<file path="src/rtl/gf_inverse_array.sv">
// gf_inverse_array
//   Inverts a 2x2 matrix [[a,b],[c,d]] over GF(2^m), m = 2..MAX_DEG.
//   The field (degree m and irreducible polynomial) is supplied with each
//   matrix. The inverse is returned as d*inv, b*inv, c*inv, a*inv, where
//   inv = det^-1 and det = a*d + b*c. A singular matrix returns four zeros.
//
// Handshake: in_valid is high for exactly four consecutive beats (a, b, c, d),
//   with no backpressure. out_valid is high for exactly four consecutive
//   beats carrying the result. out_data is 0 whenever out_valid is 0.
//
// Ports:
//   clk       system clock, rising edge
//   rst_n     synchronous reset, active HIGH despite the name
//   in_valid  input beat qualifier
//   in_data   matrix entry, row-major
//   deg       field degree m, sampled on the first input beat
//   poly      irreducible polynomial (bit i = coeff of x^i), first beat only
//   out_data  inverse-matrix entry, row-major
//   out_valid output beat qualifier
module gf_inverse_array #(
  parameter int MAX_DEG = 5
) (
  input  logic               clk,
  input  logic               rst_n,
  input  logic               in_valid,
  input  logic [MAX_DEG-1:0] in_data,
  input  logic [2:0]         deg,
  input  logic [MAX_DEG:0]   poly,
  output logic [MAX_DEG-1:0] out_data,
  output logic               out_valid
);

  typedef enum logic [2:0] {
    S_IDLE = 3'd0,
    S_LOAD = 3'd1,
    S_DET  = 3'd2,
    S_INV  = 3'd3,
    S_OUT  = 3'd4
  } state_t;

  // r_state is the FSM state, left visible for debug probing.
  state_t             r_state;
  logic [1:0]         r_cnt;
  logic [2:0]         r_k;
  logic [2:0]         r_deg;
  logic [MAX_DEG:0]   r_poly;
  logic [MAX_DEG-1:0] r_a, r_b, r_c, r_d;
  logic [MAX_DEG-1:0] r_sq, r_acc;
  logic [MAX_DEG-1:0] r_out_data;
  logic               r_out_valid;

  logic [MAX_DEG-1:0] w_det, w_sq2, w_acc_next, w_sel, w_prod;

  // Carry-less multiply, reduced modulo p, by Horner shift-and-add from the
  // MSB. Each shift is reduced immediately, so the working value never holds
  // a bit at or above position m; the final mask is a safety net.
  function automatic logic [MAX_DEG-1:0] gf_mul(
    input logic [MAX_DEG-1:0] x,
    input logic [MAX_DEG-1:0] y,
    input logic [MAX_DEG:0]   p,
    input logic [2:0]         m
  );
    logic [MAX_DEG:0] t;
    logic [MAX_DEG:0] one;
    logic [MAX_DEG:0] mask;
    t    = '0;
    one  = {{MAX_DEG{1'b0}}, 1'b1};
    mask = (one << m) - one;
    for (int i = MAX_DEG - 1; i >= 0; i--) begin
      t = {t[MAX_DEG-1:0], 1'b0};
      if (t[m]) t = t ^ p;
      if (y[i]) t = t ^ {1'b0, x};
    end
    t = t & mask;
    return t[MAX_DEG-1:0];
  endfunction

  assign w_det      = gf_mul(r_a, r_d, r_poly, r_deg) ^ gf_mul(r_b, r_c, r_poly, r_deg);
  // Inverse as det^(2^m-2) = prod_{k=1..m-1} det^(2^k): square, then accumulate.
  assign w_sq2      = gf_mul(r_sq, r_sq, r_poly, r_deg);
  assign w_acc_next = gf_mul(r_acc, w_sq2, r_poly, r_deg);

  always_comb begin
    w_sel = r_a;
    case (r_cnt)
      2'd0:    w_sel = r_d;
      2'd1:    w_sel = r_b;
      2'd2:    w_sel = r_c;
      default: w_sel = r_a;
    endcase
  end

  // det == 0 yields r_acc == 0 after the first INV step, so a singular
  // matrix naturally produces four zero beats.
  assign w_prod = gf_mul(w_sel, r_acc, r_poly, r_deg);

  always_ff @(posedge clk) begin
    if (rst_n) begin
      r_state     <= S_IDLE;
      r_cnt       <= '0;
      r_k         <= '0;
      r_deg       <= '0;
      r_poly      <= '0;
      r_a         <= '0;
      r_b         <= '0;
      r_c         <= '0;
      r_d         <= '0;
      r_sq        <= '0;
      r_acc       <= '0;
      r_out_data  <= '0;
      r_out_valid <= 1'b0;
    end else begin
      r_out_valid <= 1'b0;
      r_out_data  <= '0;
      case (r_state)
        S_IDLE: begin
          if (in_valid) begin
            r_a     <= in_data;
            r_deg   <= deg;
            r_poly  <= poly;
            r_cnt   <= 2'd1;
            r_state <= S_LOAD;
          end
        end
        S_LOAD: begin
          case (r_cnt)
            2'd1:    r_b <= in_data;
            2'd2:    r_c <= in_data;
            default: r_d <= in_data;
          endcase
          r_cnt <= r_cnt + 2'd1;
          if (r_cnt == 2'd3) r_state <= S_DET;
        end
        S_DET: begin
          r_sq    <= w_det;
          r_acc   <= {{(MAX_DEG-1){1'b0}}, 1'b1};
          r_k     <= 3'd1;
          r_state <= S_INV;
        end
        S_INV: begin
          r_sq  <= w_sq2;
          r_acc <= w_acc_next;
          r_k   <= r_k + 3'd1;
          if (r_k == r_deg - 3'd1) begin
            r_cnt   <= 2'd0;
            r_state <= S_OUT;
          end
        end
        S_OUT: begin
          r_out_valid <= 1'b1;
          r_out_data  <= w_prod;
          r_cnt       <= r_cnt + 2'd1;
          if (r_cnt == 2'd3) r_state <= S_IDLE;
        end
        default: r_state <= S_IDLE;
      endcase
    end
  end

  assign out_data  = r_out_data;
  assign out_valid = r_out_valid;

endmodule

</file>
<file path="config.mk">
export PLATFORM = sky130hd
export DESIGN_NAME = gf_inverse_array
export DESIGN_NICKNAME = d
export VERILOG_FILES = /design/src/rtl/gf_inverse_array.sv
export SDC_FILE = /design/constraint.sdc
export NUM_CORES = 1
export LEC_CHECK = 0
export CORE_MARGIN = 2
export CORE_UTILIZATION = 45
export DETAILED_ROUTE_END_ITERATION = 8
export MAX_ROUTING_LAYER = met4
export PLACE_DENSITY = 0.68
export SLEW_MARGIN = 10
export SYNTH_ARGS = -nofsm -noshare
export SYNTH_HDL_FRONTEND = slang
export SYNTH_SLANG_ARGS = --single-unit
</file>
<file path="constraint.sdc">
create_clock -name clk -period 9 [get_ports clk]
set_input_delay 1.8 -clock clk [delete_from_list [all_inputs] [get_ports clk]]
set_output_delay 1.8 -clock clk [all_outputs]
set_load 0.02 [all_outputs]
</file>
==> flow_metrics.py <==
metrics = {
    "cells_and_area": {
        "nets": 952,
        "diodes": 0,
        "final_area_um2": 7091,
        "syn2layout_area_growth_pct": 5.531,
        "drive_gt1_share_pct": 6.270,
    },
    "synth": {
        "ys.flop_type": "dfxtp_1",
        "synth_edf_count": 0,
        "ys_top_cells_by_count": "194 x nand2_1, 89 x xnor2_1, 74 x nor2_1",
        "synth_top_area_cell": "dfxtp_1",
        "ys_types": 78,
        "synth_area_um2": 6719,
        "yosysMostFrequentCell": "nand2_1",
        "synthesis.instances": 955,
        "synthArstFlopShare_pct": 0,
        "yosysWarnings": 0,
        "syn_area_per_cell_um2": 7.036,
        "ys_seq_area_share_pct": 15.49,
        "ys_seq_elements": 52,
        "synth_top_area_share_pct": 15.49,
        "syn-num-nets": 983,
        "synthTopCellsByArea": "dfxtp_1 15%, xnor2_1 12%, nand2_1 11%, xor2_1 6.8%, mux2i_1 4.5%",
    },
    "timing": {
        "finalCriticalPeriod_ns": 7.698,
        "final_hold_viol_count": 0,
        "setup_tns_ns": 0,
        "setup_violations": 0,
        "tightest_slew_ns": 0.9311,
        "max_freq_mhz": 129.9,
        "rsz0062_at_grt": "no",
        "hold_slack_ns": 0.4880,
        "max-slew-margin-rel_pct": 37.48,
        "fin_crit_sh_pct": 85.53,
        "slew_viol_final": 0,
        "finClkSkew_ns": 0.004275,
    },
    "critical_path": {
        "regToRegStartpoint": "r_deg[0]",
        "cp_cell_sequence": "mux2_2 -> and4_1 -> o211ai_1 -> nand2_1 -> or3_1 -> o221ai_2 -> mux2i_1 -> a21oi_1 -> o2111a_1 -> nor4_2 -> nand2b_1 -> o211ai_1 -> nand2_1 -> xnor2_1 -> a221oi_1 -> a31oi_1 -> a21oi_1 -> a211o_1 -> mux2_1 -> a221o_1 -> a221o_1 -> a32o_1",
        "startpoint_type": "flip-flop",
        "critical_path.startpoint": "r_deg[0]",
        "worstPathRequired_ns": 9.19,
        "worstPathMaxFanout": 18,
        "worstSetupPathType": "reg2reg",
        "max_stage_delay_ns": 0.82,
        "cp_slowest_cell": "dfxtp_1",
        "end_kind": "flip-flop",
        "crit_arrival_ns": 7.89,
    },
    "grt": {
        "grt_pass1_wl_um": 32590,
        "grt_pass1_vias": 6296,
        "antenna_found_initial": 0,
        "overflow": 0,
        "track_usage_pct": 25.24,
        "grt_max_degree": 51,
    },
    "worst_hold_path": {
        "hold_class": "reg2reg",
        "min_from": "r_k[1]",
    },
    "run": {
        "maxCapViolCount": 0,
    },
    "floorplanning": {
        "rows": 44,
        "die-height_um": 126.2,
        "ios": 23,
        "fp.coreArea_um2": 14530,
        "dieArea_um2": 15920,
        "die_x_um": 126.2,
        "start_util_pct": 46.23,
    },
    "power": {
        "peakVddDrop_mv": 0.09721,
        "p_leak_uw": 0.002384,
        "p_per_area_nw_per_um2": 86.67,
        "total_power_uw": 614.6,
    },
    "detailed_routing": {
        "drc": 0,
        "wire_per_inst_um": 17.53,
        "drt_iter0_drc": 584,
        "wirelength_um": 19440,
        "avgViaCountPerCell": 6.080,
        "drtPass1Iterations": 7,
        "vias": 6743,
        "antenna_left": 0,
    },
    "clock_tree": {
        "post_cts_resized": 0,
        "cts-root-buf": "clkbuf_16",
        "clk_latency_ns": 0.30,
        "hold_buffers": 0,
        "post_cts.repair.setup_buffers": 0,
        "numClockSinks": 52,
        "htreeDepth": 2,
        "cts_buffer_depth": 2,
        "path_clk_slew_ns": 0.07,
        "cts_buffers": 5,
        "cts_tree": "yes",
    },
    "placed_design": {
        "dp_hpwl_um": 14030,
        "place_area_um2": 6945,
        "gp_congestion": 0.9056,
        "io_buffers": 21,
    },
    "status": {
        "status": "finished, final reports clean",
    },
}
[metrics by stage]
step / util [%] / instances / setup slack (ns)
after floorplan: - / 955 / 2.627
after global placement: 47.79 / 1101 / 1.559
after detailed placement: 47.79 / 1101 / 1.557
after CTS: 48.79 / 1109 / 1.514
final: 48.79 / 1109 / 1.302
after global routing: 48.79 / 1109 / 0.8479
[layout make-up]
cell class	instances	area [um^2]
Inverter	15	56.30
Fill cell	1483	7443
Sequential cell	52	1041
Clock inverter	2	16.27
Clock buffer	6	128.9
Tap cell	184	230.2
Multi-Input combinational cell	816	5315
Timing Repair Buffer	34	302.8
[logic make-up (layout without fill, tap and decap cells)]
| family | Yosys count | in the layout | synth area share [%] |
|---|---|---|---|
| multiplexers | 43 | 43 | 6.816 |
| flip-flops | 52 | 52 | 15.49 |
| AO/OA/AOI/OAI | 212 | 212 | 22.89 |
| XOR/XNOR | 146 | 146 | 20.07 |
| buffers and inverters | 87 | 57 | 5.400 |
| AND/OR/NAND/NOR | 404 | 404 | 27.28 |
| adder cells (fa/ha/maj) | 11 | 11 | 2.048 |
[critical path, delay by kind of cell, from the launching register on]
kind,cells,cell delay [ns]
AO/OA/AOI/OAI,12,3.97
AND/OR/NAND/NOR,6,1.57
multiplexers,3,1.01
flip-flops,1,0.82
XOR/XNOR,1,0.21
[flip-flops by register name (all words and copies together), names as in the netlist]
| signal | cells |
|---|---|
| r_state | 3 |
| r_deg | 3 |
| r_k | 3 |
| out_valid | 1 |
| r_cnt | 2 |
| r_acc | 5 |
| r_c | 5 |
| r_sq | 5 |
| out_data | 5 |
| r_a | 5 |
| r_poly | 5 |
| r_b | 5 |
| r_d | 5 |
[report_power, final]
part	switching, uW	internal, uW
Combinational	102	56.1
Sequential	22.1	239
Clock	91.1	104
Total	216	399
[worst paths after layout]
check | end | slack (ns) | cells past startpoint
max | r_acc[1] | 1.30 | 22
min | r_k[1] | 0.49 | 2
max reg2reg | r_acc[1] | 1.30 | 22
min reg2reg | r_k[1] | 0.49 | 2
[per-layer routing]
layer  global-route usage, %  share of wire, %  wire (um)
met5                       -                 0          0
met4                   8.856               2.8        551
met3                   1.954               5.5       1062
met2                   41.94                46       8992
met1                   32.36                45       8835
[layout by cell type (no fill, tap or decap), types with 11 or more instances in the layout]
| cell type | instances |
|---|---|
| nand2_1 | 194 |
| xnor2_1 | 89 |
| nor2_1 | 74 |
| xor2_1 | 52 |
| dfxtp_1 | 52 |
| a21oi_1 | 45 |
| nand3_1 | 31 |
| mux2i_1 | 30 |
| o21ai_0 | 30 |
| nor3_1 | 21 |
| clkdlybuf4s50_1 | 20 |
| inv_1 | 14 |
| o22ai_1 | 13 |
| buf_4 | 13 |
| o211ai_1 | 12 |
| and3_1 | 12 |
| mux2_2 | 11 |
| nand4_1 | 11 |
| a22oi_1 | 11 |
| ha_1 | 11 |
Power figures use the tool's default switching activity.
